--- src/rtl/data_memory_arbiter.sv ---
// Round-robin arbiter sharing one byte-addressable data memory between port A and port B.
// Define DMEM_ALIGN_CHECK_EN to flag misaligned word accesses as errors.
module data_memory_arbiter #(
  parameter int MEM_BYTES  = 8192,
  parameter int ADDR_WIDTH = 32,
  parameter int DATA_WIDTH = 32
) (
  input  logic                  clock,
  input  logic                  reset,
  input  logic                  aReq,
  input  logic [ADDR_WIDTH-1:0] aAddr,
  input  logic [DATA_WIDTH-1:0] aWriteData,
  input  logic                  aWe,
  input  logic                  aSb,
  output logic                  aDone,
  output logic [DATA_WIDTH-1:0] aReadData,
  output logic                  aErr,
  input  logic                  bReq,
  input  logic [ADDR_WIDTH-1:0] bAddr,
  input  logic [DATA_WIDTH-1:0] bWriteData,
  input  logic                  bWe,
  input  logic                  bSb,
  output logic                  bDone,
  output logic [DATA_WIDTH-1:0] bReadData,
  output logic                  bErr,
  output logic [ADDR_WIDTH-1:0] memAddress,
  output logic [DATA_WIDTH-1:0] memWriteData,
  output logic                  memWrite,
  output logic                  memSb,
  input  logic [DATA_WIDTH-1:0] memReadData,
  output logic                  busy
);

  typedef enum logic [1:0] {IDLE, ACCESS, RESP} state_t;

  localparam logic PORT_A = 1'b0;
  localparam logic PORT_B = 1'b1;
  localparam logic [ADDR_WIDTH-1:0] WORD_LIMIT = ADDR_WIDTH'(MEM_BYTES - 4);
  localparam logic [ADDR_WIDTH-1:0] BYTE_LIMIT = ADDR_WIDTH'(MEM_BYTES - 1);

  state_t                state, nextState;
  logic                  lastGrant, owner;
  logic                  latWe, latSb, latErr;
  logic                  grant, winner;
  logic [ADDR_WIDTH-1:0] selAddr;
  logic [DATA_WIDTH-1:0] selWriteData;
  logic                  selWe, selSb, selErr;

  // NOTE: every signal gets a default first so no path through the block leaves it unassigned (no latches).
  always_comb begin
    nextState = state;
    grant     = 1'b0;
    winner    = PORT_A;
    if (aReq && bReq) winner = (lastGrant == PORT_B) ? PORT_A : PORT_B;
    else if (bReq)    winner = PORT_B;
    case (state)
      IDLE: begin
        if (aReq || bReq) begin
          nextState = ACCESS;
          grant     = 1'b1;
        end
      end
      ACCESS:  nextState = RESP;
      RESP:    nextState = IDLE;
      default: nextState = IDLE;
    endcase
  end

  always_comb begin
    selAddr      = (winner == PORT_B) ? bAddr      : aAddr;
    selWriteData = (winner == PORT_B) ? bWriteData : aWriteData;
    selWe        = (winner == PORT_B) ? bWe        : aWe;
    selSb        = (winner == PORT_B) ? bSb        : aSb;
    if (selWe && selSb) selErr = (selAddr > BYTE_LIMIT);
    else                selErr = (selAddr > WORD_LIMIT);
`ifdef DMEM_ALIGN_CHECK_EN
    if (!(selWe && selSb) && (selAddr[1:0] != 2'b00)) selErr = 1'b1;
`endif
  end

  // NOTE: sequential state uses non-blocking assignments so every register samples pre-edge values.
  always_ff @(posedge clock) begin
    if (reset) begin
      state        <= IDLE;
      lastGrant    <= PORT_B;
      owner        <= PORT_A;
      latWe        <= 1'b0;
      latSb        <= 1'b0;
      latErr       <= 1'b0;
      memAddress   <= '0;
      memWriteData <= '0;
      aDone        <= 1'b0;
      bDone        <= 1'b0;
      aErr         <= 1'b0;
      bErr         <= 1'b0;
      aReadData    <= '0;
      bReadData    <= '0;
    end else begin
      state <= nextState;
      aDone <= 1'b0;
      bDone <= 1'b0;
      aErr  <= 1'b0;
      bErr  <= 1'b0;
      // memAddress/memWriteData double as the latched request fields and hold between accesses.
      if (grant) begin
        owner        <= winner;
        lastGrant    <= winner;
        memAddress   <= selAddr;
        memWriteData <= selWriteData;
        latWe        <= selWe;
        latSb        <= selSb;
        latErr       <= selErr;
      end
      if (state == ACCESS) begin
        if (owner == PORT_A) begin
          aDone <= 1'b1;
          aErr  <= latErr;
          if (!latWe) aReadData <= latErr ? '0 : memReadData;
        end else begin
          bDone <= 1'b1;
          bErr  <= latErr;
          if (!latWe) bReadData <= latErr ? '0 : memReadData;
        end
      end
    end
  end

  // Reset gates the strobes combinationally so a reset during ACCESS cannot commit a write.
  assign memWrite = (state == ACCESS) && latWe && !latErr && !reset;
  assign memSb    = (state == ACCESS) && latSb && !reset;
  assign busy     = (state != IDLE);

endmodule

--- config.mk ---
export PLATFORM = sky130hd
export DESIGN_NAME = data_memory_arbiter
export DESIGN_NICKNAME = d
export VERILOG_FILES = /design/src/rtl/data_memory_arbiter.sv
export SDC_FILE = /design/constraint.sdc
export NUM_CORES = 1
export LEC_CHECK = 0
export BUFFER_PORTS_ARGS = -buffer_cell sky130_fd_sc_hd__buf_2
export CELL_PAD_IN_SITES_DETAIL_PLACEMENT = 0
export CELL_PAD_IN_SITES_GLOBAL_PLACEMENT = 2
export CORE_AREA = 2 2 216 133
export DETAILED_ROUTE_END_ITERATION = 8
export DIE_AREA = 0 0 218 135
export GPL_TIMING_DRIVEN = 0
export PLACE_DENSITY_LB_ADDON = 0.2
export SYNTH_ARGS = -nofsm -noshare
export SYNTH_HDL_FRONTEND = slang
export SYNTH_SLANG_ARGS = --single-unit
--- constraint.sdc ---
create_clock -name clock -period 1.6 [get_ports clock]
set_clock_uncertainty 0.2 [all_clocks]
set_input_delay 0.08 -clock clock [delete_from_list [all_inputs] [get_ports clock]]
set_output_delay 0.08 -clock clock [all_outputs]
set_load 0.02 [all_outputs]
**After elaboration in Yosys (flattened, before gate mapping)**

Cells that the tools add are included.

- Flip-flop bits (word level): 139
- Input port bits: 168
- Word-level logic and storage cells: 53
- Output and inout bits: 135

- Mux-type cells: 15
- Bitwise operators: 3
- Equal/unequal tests: 2
- Order comparisons: 2
- Reductions and logical operators: 17

Operators with widths:

| kind | number |
|---|---|
| $mux W32 | 3 |
| $gt A32 B13 Y1 const B | 2 |
| $mux W1 | 10 |
| $logic_and A1 B1 Y1 | 7 |
| $reduce_and A3 Y1 | 2 |
| $reduce_or A3 Y1 | 2 |
| $pmux W2 S2 | 1 |
| $not A1 Y1 | 3 |
| $eq A2 B1 Y1 const B | 1 |
| $logic_not A1 Y1 | 2 |
| $logic_not A2 Y1 | 1 |
| $mux W2 | 1 |
| $ne A2 B2 Y1 const B | 1 |
| $reduce_bool A2 Y1 | 1 |
| $reduce_or A2 Y1 | 1 |
| $logic_or A1 B1 Y1 | 1 |

**Longest topological paths before layout**

- Depth after elaboration: 5
- Mapped depth: 7
- Gate-level depth less buffers: 4

**Worst setup path after synthesis**

OpenSTA, ideal clock, no wires.

- Path type: register to output
- Start: register state[1]
- End: output memWrite
- Buffers on the path: 0
- Setup slack: 0.035 ns
- Cell stages (with the launch flop): 4
- Required time: 1.320 ns
- Arrival: 1.285 ns
- Cell sequence: dfxtp_1 nand2b_4 or2_2 nor3b_1

- Longest elaborated chain between the ends: 4

Ends and longest elaborated chain:

| what | RTL line | RTL |
|---|---|---|
| from (decl) | 41 | `state_t state, nextState;` |
| from (signal assigned) | 99 | `state <= nextState;` |
| $eq A2 B1 Y1 | 129 | `assign memWrite = (state == ACCESS) && latWe && !latErr && !reset;` |
| $logic_and A1 B1 Y1 (3 in a row) | 129 |  |
| to (decl) | 28 | `output logic memWrite,` |

No other way between the ends.

**Final worst setup path**

Same ends and word-level chain as after synthesis.

==> summary.md <==
| Metric | Value |
|---|---|
| R2r worst-path depth | `7` |
| Syn_area_per_cell | `9.301 um^2` |
| Drt first pass iters | `4` |
| Failing checks | `negative hold slack, negative setup slack` |
| DR iter-0 viols | `243` |
| DP Wirelength | `19200 um` |
| Initial antenna violation count | `0` |
| Buffers on Ports | `301` |
| Yosys warnings | `0` |
| Core area | `27290 um^2` |
| Synthesized flop and latch total | `139` |
| Mapped Area | `6260 um^2` |
| Wire length on met1 | `13480 um` |
| Vias/cell | `4.358` |
| Slew at the pin with the worst max-slew slack | `0.8378 ns` |
| Worst R2R End | `bReadData[8]` |
| Routed wire length | `26850 um` |
| CTS tree | `done` |
| Pleak | `4.983 nW` |
| Most common cell after layout, fill and taps aside | `buf_2` |
| Most frequent cells in the layout | `303 x buf_2, 166 x dlygate4sd3_1, 135 x dfxtp_1` |
| Final Util | `0.4132` |
| Total number of vias | `6750` |
| Synth-to-Final Area Change | `80.09%` |
| Root Driver | `clkbuf_16` |
| Die Y | `135 um` |
| Setup TNS Final | `-11.07 ns` |
| Final setup vio count | `125` |
| RSZ-0062 raised after global routing | `true` |
| WL met3 | `1530 um` |
| Hold path depth | `3` |
| Final hold vios | `1` |
| Hold path endpoint | `state[1]` |
| Gr usage total | `0.1810` |
| CTS clk-pin slew, worst paths | `0.05 ns` |
| DR WL/cell | `17.33 um` |
| Pin count of the biggest net entering global routing | `17` |
| Die Width | `218 um` |
| Clk_lat worst skew | `0.43 ns` |
| MaxCap Viol Count | `0` |
| CTS Buf Count | `17` |
| Highest metal used | `met4` |
| H-Tree Depth | `4` |
| Cells after Synth | `673` |
| Cell row count | `47` |
| Hold slack | `-0.03060 ns` |
| Drt drc | `0` |
| Pwr Total | `0.01037 W` |
| Post-cts hold buffer count | `166` |
| Met2 routed WL | `11490 um` |
| CTS Sinks | `139` |
| Vias in the first global route | `6931` |
| N_diodes | `0` |
| Max transition margin | `0.4415` |
| Layout cells sized above 1 | `0.4492` |
| Final WS setup | `-0.1747 ns` |
| Peak VDD IR | `0.0004940 V` |
| Worst hold path class | `input port to register` |
| Max Clock Freq | `563.5 MHz` |
| Outcome | `finished with violations` |
| Remaining antenna violation count | `0` |
| Flop2flop setup slack | `-0.16 ns` |
| Post-layout minimum cycle time | `1.775 ns` |
| First-pass GRT wire length | `39900 um` |
| Crit end category | `output pin` |
| Max-slew violations | `0` |
| Gp weighted congestion | `0.8121` |
| Setup CP Type | `register to output pin` |
| Aggregate global routing overflow | `0` |
| CTS max path bufs | `2` |
| Critical R2R Launch | `state[1]` |
| I/O pins | `303` |
| Final period utilization | `1.109` |
| CP Data Required Time | `1.32 ns` |
| Crit-path max FO | `3` |
| Startpoint Class | `register` |
| Min-delay src | `reset` |
| Pre-CTS WS | `-0.3524 ns` |
| Yosys cell types | `37` |
| Initial core utilization | `0.2294` |
| Final Net Count | `1341` |
| Crit path DAT | `1.49 ns` |
| Post-Syn Nets | `841` |
| Die area | `29430 um^2` |
| Sequential-to-total area share from yosys stat | `0.4445` |
| PD cells | `919.7 nW/um^2` |
==> worst max-delay path, cell delays in order, from the launching register on <==
cell and delay [ns]:
dfxtp_2 0.32, nand2b_4 0.15, or2_4 0.24, nor3b_2 0.18
buf_4 0.17
==> area by class of cell <==
class | count | area [um^2]
Timing Repair Buffer | 482 | 3438
Sequential cell | 139 | 2788
Fill cell | 2707 | 16010
Tap cell | 367 | 459.2
Buffer | 54 | 556.8
Clock inverter | 3 | 65.06
Multi-Input combinational cell | 476 | 3480
Inverter | 3 | 11.26
Clock buffer | 25 | 475.5
==> worst max-delay path by stage <==
stage              from             to  slack [ns]  cells past startpoint
2_1_floorplan  state[1]       memWrite        0.04                      3
3_3_place_gp   state[0]  aReadData[16]       -0.46                      5
3_5_place_dp     latErr         latErr       -0.35                      3
4_1_cts        state[1]       memWrite       -0.22                      4
5_1_grt        state[1]       memWrite       -0.26                      4
6_report       state[1]       memWrite       -0.17                      4
==> cell families (layout without fill, tap and decap cells) <==
group / Yosys count / after routing / synth area share
simple gates: 268 / 268 / 0.1891
mux: 66 / 66 / 0.1055
compound gates: 142 / 142 / 0.1921
flops: 139 / 139 / 0.4445
buf+inv: 58 / 567 / 0.06876
==> power by group <==
| group | switching, W | total (W) | leakage (nW) | internal (W) |
|---|---|---|---|---|
| Sequential | 0.000155 | 0.00388 | 1.14 | 0.00373 |
| Clock | 0.00148 | 0.00382 | 0.263 | 0.00234 |
| Combinational | 0.00147 | 0.00267 | 3.58 | 0.00121 |
| Total | 0.00310 | 0.0104 | 4.98 | 0.00727 |
==> cell usage after synthesis, drive strengths merged <==
library cell,n,share of area
a211oi,66,0.13
a21boi,1,0.0018
a21oi,65,0.052
a311oi,1,0.0014
and2,3,0.0030
and3,1,0.0010
buf,35,0.055
clkbuf,20,0.012
dfxtp,139,0.44
inv,3,0.0018
mux2i,66,0.11
nand2,130,0.078
nand2b,1,0.0022
nand3,4,0.0032
nand3b,1,0.0012
nand4,6,0.0060
nor2,74,0.045
nor2b,32,0.032
nor3,3,0.0032
nor3b,2,0.0032
nor4,8,0.0080
o211ai,2,0.0024
o21a,1,0.0012
o21ai,3,0.0024
o22ai,1,0.0010
o2bb2ai,2,0.0028
or2,1,0.0010
or3,1,0.0010
or3b,1,0.0014
==> sequential cells by signal, summed over array words and instances, names as in the netlist <==
signal,cells
latErr,1
bReadData,32
aDone,1
owner,1
aErr,1
memWriteData,32
bErr,1
lastGrant,1
latWe,1
bDone,1
memAddress,32
state,2
latSb,1
aReadData,32
==> timing repair <==
item                                    4_1_cts  5_1_grt
gates resized for setup                      80      101
hold endpoints to repair                    135        1
setup buffers                                 8        1
cloned                                        3        3
pin swaps                                    34       34
endpoints found under the setup margin      133      132
==> per-stage QoR <==
| stage | cells | area [um^2] |
|---|---|---|
| 6_report | 1549 | 11270 |
| 5_1_grt | 1549 | 11270 |
| 4_1_cts | 1545 | 10820 |
| 3_5_place_dp | 1341 | 8225 |
| 3_3_place_gp | 1341 | 8225 |
| 2_1_floorplan | 673 | 6260 |
==> metal layers <==
| metal | track usage | up-vias |
|---|---|---|
| met1 | 0.2512 | 3187 |
| met3 | 0.05856 | 27 |
| li1 | - | 3332 |
| met5 | 0 | - |
| met4 | 0.04686 | 0 |
| met2 | 0.2690 | 204 |
Note: power is estimated with default switching activity, not from simulation.
